<file path="src/rtl/ccff_chain_loader.sv">
// ccff_chain_loader: accepts bitstream words over valid/ready and serialises
// them LSB-first onto a CCFF configuration shift chain. It stops after exactly
// CHAIN_LEN bits and holds a done flag until the next start, abort or reset.
module ccff_chain_loader #(
   parameter int WORD_W    = 8,
   parameter int CHAIN_LEN = 40,
   localparam int CNT_W    = $clog2(CHAIN_LEN + 1)
) (
   input  logic              prog_clk,
   input  logic              prog_reset,
   input  logic              start,
   input  logic              abort,
   input  logic [WORD_W-1:0] word_in,
   input  logic              word_valid,
   output logic              word_ready,
   output logic              ccff_head,
   output logic              ccff_shift_en,
   output logic              busy,
   output logic              done,
   output logic [CNT_W-1:0]  bits_loaded
);

   localparam int IDX_W = (WORD_W > 1) ? $clog2(WORD_W) : 1;

   typedef enum logic [1:0] {
      S_IDLE,
      S_LOAD,
      S_SHIFT,
      S_DONE
   } state_t;

   state_t            state;
   logic [WORD_W-1:0] shreg;
   logic [WORD_W-1:0] shreg_nxt;
   logic [IDX_W-1:0]  bit_idx;

   // Word register after this cycle's shift; its bit 0 is the next head bit.
   always_comb begin
      shreg_nxt = shreg >> 1;
   end

   // Control FSM; every output is registered and set together with the state
   // it belongs to, so ccff_head is loaded one cycle ahead from the word value.
   always_ff @(posedge prog_clk) begin
      if (prog_reset) begin
         state         <= S_IDLE;
         shreg         <= '0;
         bit_idx       <= '0;
         bits_loaded   <= '0;
         word_ready    <= 1'b0;
         ccff_head     <= 1'b0;
         ccff_shift_en <= 1'b0;
         busy          <= 1'b0;
         done          <= 1'b0;
      end else if (abort) begin
         state         <= S_IDLE;
         bits_loaded   <= '0;
         word_ready    <= 1'b0;
         ccff_head     <= 1'b0;
         ccff_shift_en <= 1'b0;
         busy          <= 1'b0;
         done          <= 1'b0;
      end else begin
         case (state)
            S_IDLE, S_DONE: begin
               if (start) begin
                  state       <= S_LOAD;
                  bits_loaded <= '0;
                  word_ready  <= 1'b1;
                  busy        <= 1'b1;
                  done        <= 1'b0;
               end
            end
            S_LOAD: begin
               if (word_valid) begin
                  state         <= S_SHIFT;
                  shreg         <= word_in;
                  bit_idx       <= '0;
                  word_ready    <= 1'b0;
                  ccff_shift_en <= 1'b1;
                  ccff_head     <= word_in[0];
               end
            end
            S_SHIFT: begin
               shreg       <= shreg_nxt;
               bit_idx     <= bit_idx + IDX_W'(1);
               bits_loaded <= bits_loaded + CNT_W'(1);
               if (bits_loaded == CNT_W'(CHAIN_LEN - 1)) begin
                  // Final chain bit: leftover bits of a partial word are dropped.
                  state         <= S_DONE;
                  ccff_shift_en <= 1'b0;
                  ccff_head     <= 1'b0;
                  busy          <= 1'b0;
                  done          <= 1'b1;
               end else if (bit_idx == IDX_W'(WORD_W - 1)) begin
                  state         <= S_LOAD;
                  ccff_shift_en <= 1'b0;
                  ccff_head     <= 1'b0;
                  word_ready    <= 1'b1;
               end else begin
                  ccff_head <= shreg_nxt[0];
               end
            end
            default: begin
               state         <= S_IDLE;
               word_ready    <= 1'b0;
               ccff_head     <= 1'b0;
               ccff_shift_en <= 1'b0;
               busy          <= 1'b0;
               done          <= 1'b0;
            end
         endcase
      end
   end

endmodule

</file>
<file path="config.mk">
export PLATFORM = sky130hd
export DESIGN_NAME = ccff_chain_loader
export DESIGN_NICKNAME = d
export VERILOG_FILES = /design/src/rtl/ccff_chain_loader.sv
export SDC_FILE = /design/constraint.sdc
export NUM_CORES = 1
export LEC_CHECK = 0
export ABC_AREA = 1
export CAP_MARGIN = 20
export CORE_MARGIN = 10
export CORE_UTILIZATION = 53
export CTS_CLUSTER_SIZE = 10
export DETAILED_ROUTE_END_ITERATION = 7
export PLACE_DENSITY = 0.92
export RECOVER_POWER = 100
export SLEW_MARGIN = 30
export SYNTH_ARGS = -nofsm -noshare
export SYNTH_HDL_FRONTEND = slang
export SYNTH_SLANG_ARGS = --single-unit
</file>
<file path="constraint.sdc">
create_clock -name prog_clk -period 2.8 [get_ports prog_clk]
set_input_delay 0.7 -clock prog_clk [delete_from_list [all_inputs] [get_ports prog_clk]]
set_output_delay 0.7 -clock prog_clk [all_outputs]
set_load 0.01 [all_outputs]
</file>
# After elaboration in Yosys (flattened, before gate mapping)
# Cells that the tools add are included.
[word_totals]
regBits = 24
in_bits = 13
output_inout_bits = 11
wordCells = 64
[op_classes]
n_addsub = 2
n_eq_ne = 11
mux = 29
bitwise = 1
n_reduce_logical = 12
[ops]
columns = ["operator", "n"]
rows = [
  ["$pmux 8 s2", 1],
  ["$mux 1", 13],
  ["$pmux 6 s2", 1],
  ["$reduce_and 3->1", 4],
  ["$ne 2x2->1 const B", 5],
  ["$mux 2", 4],
  ["$mux 8", 1],
  ["$pmux 1 s2", 4],
  ["$add 6x1->6 const B", 1],
  ["$eq 6x6->1 const B", 1],
  ["$mux 6", 1],
  ["$pmux 2 s3", 1],
  ["$pmux 3 s2", 1],
  ["$eq 2x2->1 const B", 2],
  ["$reduce_and 2->1", 2],
  ["$reduce_and 4->1", 1],
  ["$reduce_bool 2->1", 2],
  ["$reduce_or 2->1", 2],
  ["$add 3x1->3 const B", 1],
  ["$eq 3x3->1 const B", 1],
  ["$mux 3", 1],
  ["$ne 3x3->1 const B", 1],
  ["$pmux 1 s3", 1],
  ["$eq 2x1->1 const B", 1],
  ["2 further kinds", 2],
]

# Longest topological paths before layout
# Gate-level depths: netlist of the first run.
[depth]
word_depth = 4
ltp_mapped = 11
ltp_nobuf = 11

# Least setup slack after synthesis of the first run
# Ideal clock, no wire load.
[synth_timing]
kind = "register -> register"
start = "reg state[0]"
end = "reg shreg[1]"
setup_time_ns = 0.128
arrival_time_ns = 1.277
required_ns = 2.672
slack_ns = 1.396
stages_incl_launch_ff = 8
path_buffers = 1
period_less_slack_ns = 1.404
path_cell_list = "dfxtp_1 > inv_1 > ha_1 > nor2_1 > nand2_2 > buf_4 > a21oi_1 > nor2_1"
[synth_via]
elab_chain_len = 3
word_cells_on_any_way = 6
classes_between = "eq/ne: 3; mux: 1; reduce/logical: 2"
[synth_rtl]
columns = ["element", "line_no", "source"]
rows = [
  ["from (decl)", "32", "state_t state;"],
  ["from (signal assigned)", "46", "state <= S_IDLE;"],
  ["from (signal assigned)", "56", "state <= S_IDLE;"],
  ["from (signal assigned)", "67", "state <= S_LOAD;"],
  ["$eq 2x1->1 / $eq 2x2->1 (equally long branches)", "64", "case (state)"],
  ["$ne 2x2->1 (no source line) / $reduce_bool 2->1 (equally long branches)", "-", ""],
  ["$reduce_and 3->1 (no source line)", "-", ""],
  ["to (signal assigned)", "77", "shreg <= word_in;"],
  ["to (signal assigned)", "85", "shreg <= shreg_nxt;"],
  ["to (decl)", "33", "logic [WORD_W-1:0] shreg;"],
]
# Several ways; a longest one is shown, not always the timed one.
# A chain may end at the register's enable or synchronous reset.

# Worst setup path after layout of the first run
[layout_timing]
start = "reg state[0]"
end = "reg bits_loaded[5]"
[layout_via]
elab_chain_len = 4
word_cells_on_any_way = 8
classes_between = "eq/ne: 3; mux: 1; reduce/logical: 4"
[layout_rtl]
columns = ["element", "line_no", "source"]
rows = [
  ["$eq 2x2->1 / $logic_not 2->1 (equally long branches)", "64", ""],
  ["$reduce_or 2->1", "64", ""],
  ["$ne 2x2->1 (no source line) / $reduce_bool 2->1 (equally long branches)", "-", ""],
  ["$reduce_and 2->1 (no source line)", "-", ""],
  ["to (signal assigned)", "87", "bits_loaded <= bits_loaded + CNT_W'(1);"],
  ["to (decl)", "20", "output logic [CNT_W-1:0] bits_loaded"],
]
# Several ways; a longest one is shown, not always the timed one.

==> results of run 1 <==
registers in the layout, indices dropped and copies added (netlist names):
register	cells
state	2
bit_idx	3
busy	1
ccff_head	1
ccff_shift_en	1
bits_loaded	6
word_ready	1
shreg	7
done	1
critical path, cell delays in order, from the launching register on:
cell and delay, ns:
dfxtp_1 0.35, inv_1 0.06, ha_1 0.45, inv_1 0.33
nand2_1 0.14, nand2_1 0.16, inv_1 0.14, nand2_1 0.08
nand2_1 0.14, inv_1 0.09, nand2_1 0.09, nor2_1 0.04
kinds of logic (layout without fill, tap and decap cells):
kind of cell,count (synthesis),in the layout
buffers and inverters,21,44
AOI/OAI and AO/OA,33,33
and+or+nand+nor,75,75
DFF,23,23
adders and majority gates,5,5
placed cells by master (no fill, tap or decap), types with 2 or more instances in the layout:
| cell type | count |
|---|---|
| ha_1 | 5 |
| o21ai_0 | 3 |
| nand2_2 | 2 |
| nand3_1 | 12 |
| a21oi_1 | 27 |
| nand2_1 | 39 |
| clkdlybuf4s50_1 | 10 |
| dfxtp_1 | 23 |
| dlygate4sd3_1 | 13 |
| nor2_1 | 19 |
| clkbuf_4 | 3 |
| nor3_1 | 2 |
| inv_1 | 17 |
power by group:
part	internal [mW]	total [mW]	switching [mW]	leakage, nW
Combinational	0.0303	0.0662	0.0358	0.407
Clock	0.0534	0.155	0.102	0.0177
Sequential	0.333	0.337	0.00330	0.186
Total	0.417	0.558	0.141	0.611
per-stage QoR:
step                power, mW  std cells
detailed placement     0.4150        203
floorplan              0.3853        157
finish                 0.5580        207
global placement       0.4128        203
CTS                    0.5609        207
global route           0.5767        207
worst paths after layout:
path,from,to,cells after the start
worst max register to register,state[0]$_SDFFE_PP0P_,bits_loaded[5]$_SDFFE_PP0P_,11
worst min register to register,word_ready$_SDFFE_PP0P_,word_ready$_SDFFE_PP0P_,2
worst min-delay path,word_ready$_SDFFE_PP0P_,word_ready$_SDFFE_PP0P_,2
worst max-delay path,state[0]$_SDFFE_PP0P_,bits_loaded[5]$_SDFFE_PP0P_,11
per-layer routing:
layer	up-vias	part of all wire (%)	global-route usage [%]
li1	555	-	-
met4	0	2.0	6.684
met2	39	52	23.19
met3	6	6.4	2.881
met5	-	0	0
met1	505	40	12.56
cell type report:
cell class	count	area, sq um
Sequential cell	23	460.4
Multi-Input combinational cell	113	546.8
Clock buffer	3	22.52
Clock inverter	1	5.005
Inverter	17	63.81
Fill cell	165	619.3
Tap cell	27	33.78
Timing Repair Buffer	23	230.2
==> results.json, run 1 <==
{
  "ys_top_cells_by_area": "dfxtp_1 (41%), a21oi_1 (12%), nand2_1 (11%)",
  "crit_fanout": 13,
  "maxCapViolCount": 0,
  "via_per_inst": 5.338,
  "yosysTopAreaCell": "dfxtp_1",
  "outcome": "finished, final reports clean",
  "period_share_pct": 77.20,
  "slew_headroom_pct": 66.07,
  "grt_use_total_pct": 12.52,
  "setup_tns_ns": 0,
  "yosys.area.top_type_share_pct": 41.39,
  "maxSlewViolCount": 0,
  "yosys.area_share.simple_pct": 29.70,
  "grt_pass1_wl_microns": 4374,
  "flow.area_growth_from_synthesis_pct": 22.50,
  "drt-pass1-iter-count": 4,
  "crit_type": "reg -> reg",
  "cts_buffer_depth": 2,
  "preCtsSetupSlack_ns": 0.7504,
  "synth_area_per_cell_sq_um": 7.085,
  "synth_cells": 157,
  "gr-total-overflow": 0,
  "muxShareOfSynthArea_pct": 0,
  "setup_viol": 0,
  "grt_max_degree": 18,
  "port_buffers": 23,
  "synth-main-ff-cell": "dfxtp_1",
  "cts_hold_buf": 0,
  "synthXorXnorAreaFrac_pct": 0,
  "start_util_pct": 56.12,
  "yosys_register_bits": 23,
  "cp-start-kind": "register",
  "max_freq_mhz": 462.6,
  "drive_gt1_share_pct": 4.444,
  "gp_congestion": 0.8402,
  "nNetsFinal": 199,
  "ys_async_sr_fraction_pct": 0,
  "rows": 16,
  "syn-num-nets": 175,
  "postLayoutCellArea_sq_um": 1363,
  "synth_cell_types": 20,
  "ys.warnings.count": 0,
  "die_area_sq_um": 4331,
  "endpoint_kind": "register",
  "dieWidth_microns": 65.81,
  "min_period_ns": 2.162,
  "synthMostInstantiatedCell": "nand2_1",
  "insertion_delay_ns": 0.31,
  "final.setup_skew_ns": 0.008694,
  "reg2reg_setup_slack_ns": 0.64,
  "yosys-top-cells-count": "nand2_1 (34), a21oi_1 (27), dfxtp_1 (23)",
  "antenna_found_initial": 0,
  "synth_area_sq_um": 1112,
  "clock_sinks": 23,
  "io_pins": 24,
  "vias": 1105,
  "dp_hpwl_microns": 2017,
  "synth_top_family_by_area": "simple AND/OR/NAND/NOR gates",
  "cts_buffers": 3,
  "drc": 0,
  "hold_viol_final": 0,
  "rsz0062_at_grt": "no",
  "cts_root_buf": "clkbuf_4",
  "synth_edf_count": 0,
  "cts-resized-gates": 0,
  "power.leakage_nw": 0.6105,
  "hold_path_class": "reg -> reg",
  "n_antenna_cell": 0,
  "synth_seq_area_share_pct": 41.39,
  "drtIter0Drc": 81,
  "wl_per_cell_microns": 12.73,
  "cts_tree": "built",
  "routed_wl_microns": 2636,
  "peakVddDrop_mv": 0.3090,
  "synthAdderAreaFrac_pct": 5.624,
  "final_antenna_net_count": 0,
  "grt_pass1_vias": 1076,
  "place_area_sq_um": 1355,
  "htreeDepth": 1,
  "die_y_microns": 65.81,
  "required_ns": 3.02,
  "p_per_area_nw_per_um2": 409.5,
  "synth-compound-area-share_pct": 15.64,
  "coreArea_sq_um": 1982,
  "post-route-util_pct": 68.75,
  "fin_ws_ns": 0.6384,
  "arrival_ns": 2.38,
  "holdWs_ns": 0.4744,
  "tightest_slew_ns": 0.5077,
  "post_cts_buffers": 0,
  "clk_pin_slew_worst_paths_ns": 0.13
}
Power figures use the tool's default switching activity.
==> run 2: changes to the inputs <==
CORE_UTILIZATION = 49   (was 53)
PLACE_DENSITY = 0.87   (was 0.92)
clock period = 2.1 ns   (was 2.8 ns; I/O delays follow)
==> run 2 against run 1 <==
Compared with the run above:
- cell count rose by 1.4%
- routed wire length fell by 3.4%
- sequential cell count did not move
- non-clock buffer count rose by 2
- critical path depth fell by 10
- combinational power rose by 36%
- first-iteration DRC count fell by 54%
- sequential power rose by 33%
- via count fell by 1.2%
- critical path type is now reg -> out
- clock power rose by 35%
- worst hold slack got worse by 0.0032 ns
- critical endpoint is now bits_loaded[4]
==> results.json, run 2 (same netlist as run 1, synthesis figures left out) <==
{
  "fin_cells": 210,
  "antenna_found_initial": 0,
  "start_util_pct": 50.77,
  "grt_pass1_vias": 1078,
  "rows": 17,
  "met1_usage_pct": 11.92,
  "r2r_start": "state[0]$_SDFFE_PP0P_",
  "holdWs_ns": 0.4711,
  "drc": 0,
  "maxCapViolCount": 0,
  "preCtsSetupSlack_ns": 0.3156,
  "drtIter0Drc": 37,
  "place_inst": 206,
  "path_delay_family": "buffers and inverters",
  "vias": 1092,
  "port_buffers": 23,
  "use_met2_pct": 20.89,
  "largest_reg_flops": 7,
  "place_area_sq_um": 1371,
  "regMostFlops": "shreg",
  "period_share_pct": 91.26,
  "mostFrequentLayoutCells": "nand2_1 (39), a21oi_1 (27), dfxtp_1 (23)",
  "power.leakage_nw": 0.6159,
  "use_met3_pct": 3.306,
  "setup_viol": 0,
  "io_pins": 24,
  "endpoint_kind": "primary output",
  "drive_gt1_share_pct": 4.945,
  "endpoint": "bits_loaded[4]",
  "coreArea_sq_um": 2191,
  "final_common_cell": "nand2_1",
  "cts_hold_buf": 0,
  "fin_total_pwr_mw": 0.7489,
  "crit_buf_inv": 1,
  "hold_viol_final": 0,
  "cts_tree": "built",
  "ff2ff_path_depth": 11,
  "gr-total-overflow": 0,
  "grt_max_degree": 18,
  "hold_path_class": "reg -> reg",
  "drt-pass1-iter-count": 4,
  "slew_headroom_pct": 64.16,
  "r2r_end": "bits_loaded[4]$_SDFFE_PP0P_",
  "gp_congestion": 0.8566,
  "cts_buffer_depth": 2,
  "flow.area_growth_from_synthesis_pct": 23.62,
  "nNetsFinal": 201,
  "reg_top3": "shreg x7, bits_loaded x6, bit_idx x3",
  "via_per_inst": 5.200,
  "cts_buffers": 3,
  "htreeDepth": 1,
  "maxSlewViolCount": 0,
  "slowest_stage": "dlygate4sd3_1",
  "final.setup_skew_ns": 0.007633,
  "final_antenna_net_count": 0,
  "die_y_microns": 67.65,
  "n_antenna_cell": 0,
  "wl_per_cell_microns": 12.12,
  "max_freq_mhz": 521.8,
  "arrival_ns": 1.39,
  "grt_use_total_pct": 11.36,
  "outcome": "finished, final reports clean",
  "insertion_delay_ns": 0.31,
  "cp-start-kind": "register",
  "routed_wl_microns": 2546,
  "dieWidth_microns": 67.65,
  "cts-resized-gates": 0,
  "post_cts_buffers": 0,
  "cpPeakStageDelay_ns": 0.64,
  "peakVddDrop_mv": 0.3062,
  "clock_sinks": 23,
  "path_cells": "dlygate4sd3_1",
  "grt_busiest_layer": "met2",
  "rsz0062_at_grt": "no",
  "postLayoutCellArea_sq_um": 1375,
  "worstSetupStartpoint": "bits_loaded[4]$_SDFFE_PP0P_",
  "p_per_area_nw_per_um2": 544.6,
  "grt_pass1_wl_microns": 4222,
  "cts_root_buf": "clkbuf_4",
  "cp.depth": 1,
  "tightest_slew_ns": 0.5376,
  "die_area_sq_um": 4576,
  "clk_pin_slew_worst_paths_ns": 0.14,
  "setup_tns_ns": 0,
  "fin_ws_ns": 0.1835,
  "crit_fanout": 6,
  "crit_type": "reg -> out",
  "reg2reg_setup_slack_ns": 0.23,
  "required_ns": 1.57,
  "dp_hpwl_microns": 1964,
  "min_period_ns": 1.917,
  "n_fill_cell": 206,
  "post-route-util_pct": 62.76
}
-- run 2: cell count changes in the layout (fill, tap and decap cells not counted) --
| cell | previous run | this run |
|---|---|---|
| clkdlybuf4s50_1 | 10 | 12 |
| buf_4 | 0 | 1 |
| clkbuf_1 | 0 | 1 |
| dlygate4sd3_1 | 13 | 11 |
-- run 2: where the power goes --
part	total [mW]	internal, mW	switching [mW]
Sequential	0.449	0.445	0.00436
Combinational	0.0900	0.0426	0.0475
Clock	0.210	0.0712	0.139
-- run 2: worst min path at each step --
| stage | from | to | slack, ns | cells past startpoint |
|---|---|---|---|---|
| 2_1_floorplan | shreg[7]$_SDFFE_PP0P_ | shreg[7]$_SDFFE_PP0P_ | 0.44 | 2 |
| 3_3_place_gp | done$_SDFFE_PP0P_ | done$_SDFFE_PP0P_ | 0.45 | 1 |
| 3_5_place_dp | word_ready$_SDFFE_PP0P_ | word_ready$_SDFFE_PP0P_ | 0.46 | 2 |
| 4_1_cts | ccff_shift_en$_SDFFE_PP0P_ | ccff_shift_en$_SDFFE_PP0P_ | 0.48 | 2 |
| 5_1_grt | ccff_shift_en$_SDFFE_PP0P_ | ccff_shift_en$_SDFFE_PP0P_ | 0.51 | 2 |
| 6_report | word_ready$_SDFFE_PP0P_ | word_ready$_SDFFE_PP0P_ | 0.47 | 2 |
-- run 2: per-layer routing --
metal,vias to the layer above,share of wire [%]
li1,557,-
met1,496,41
met2,33,51
met3,6,7.1
met4,0,1.2
met5,-,0
-- run 2: final cells by class --
class	count	area [sq um]	share of cell area (%)
Clock inverter	1	5.005	0.3640
Clock buffer	3	22.52	1.638
Sequential cell	23	460.4	33.48
Tap cell	28	35.03	2.548
Inverter	17	63.81	4.641
Multi-Input combinational cell	113	546.8	39.76
Timing Repair Buffer	25	241.5	17.56
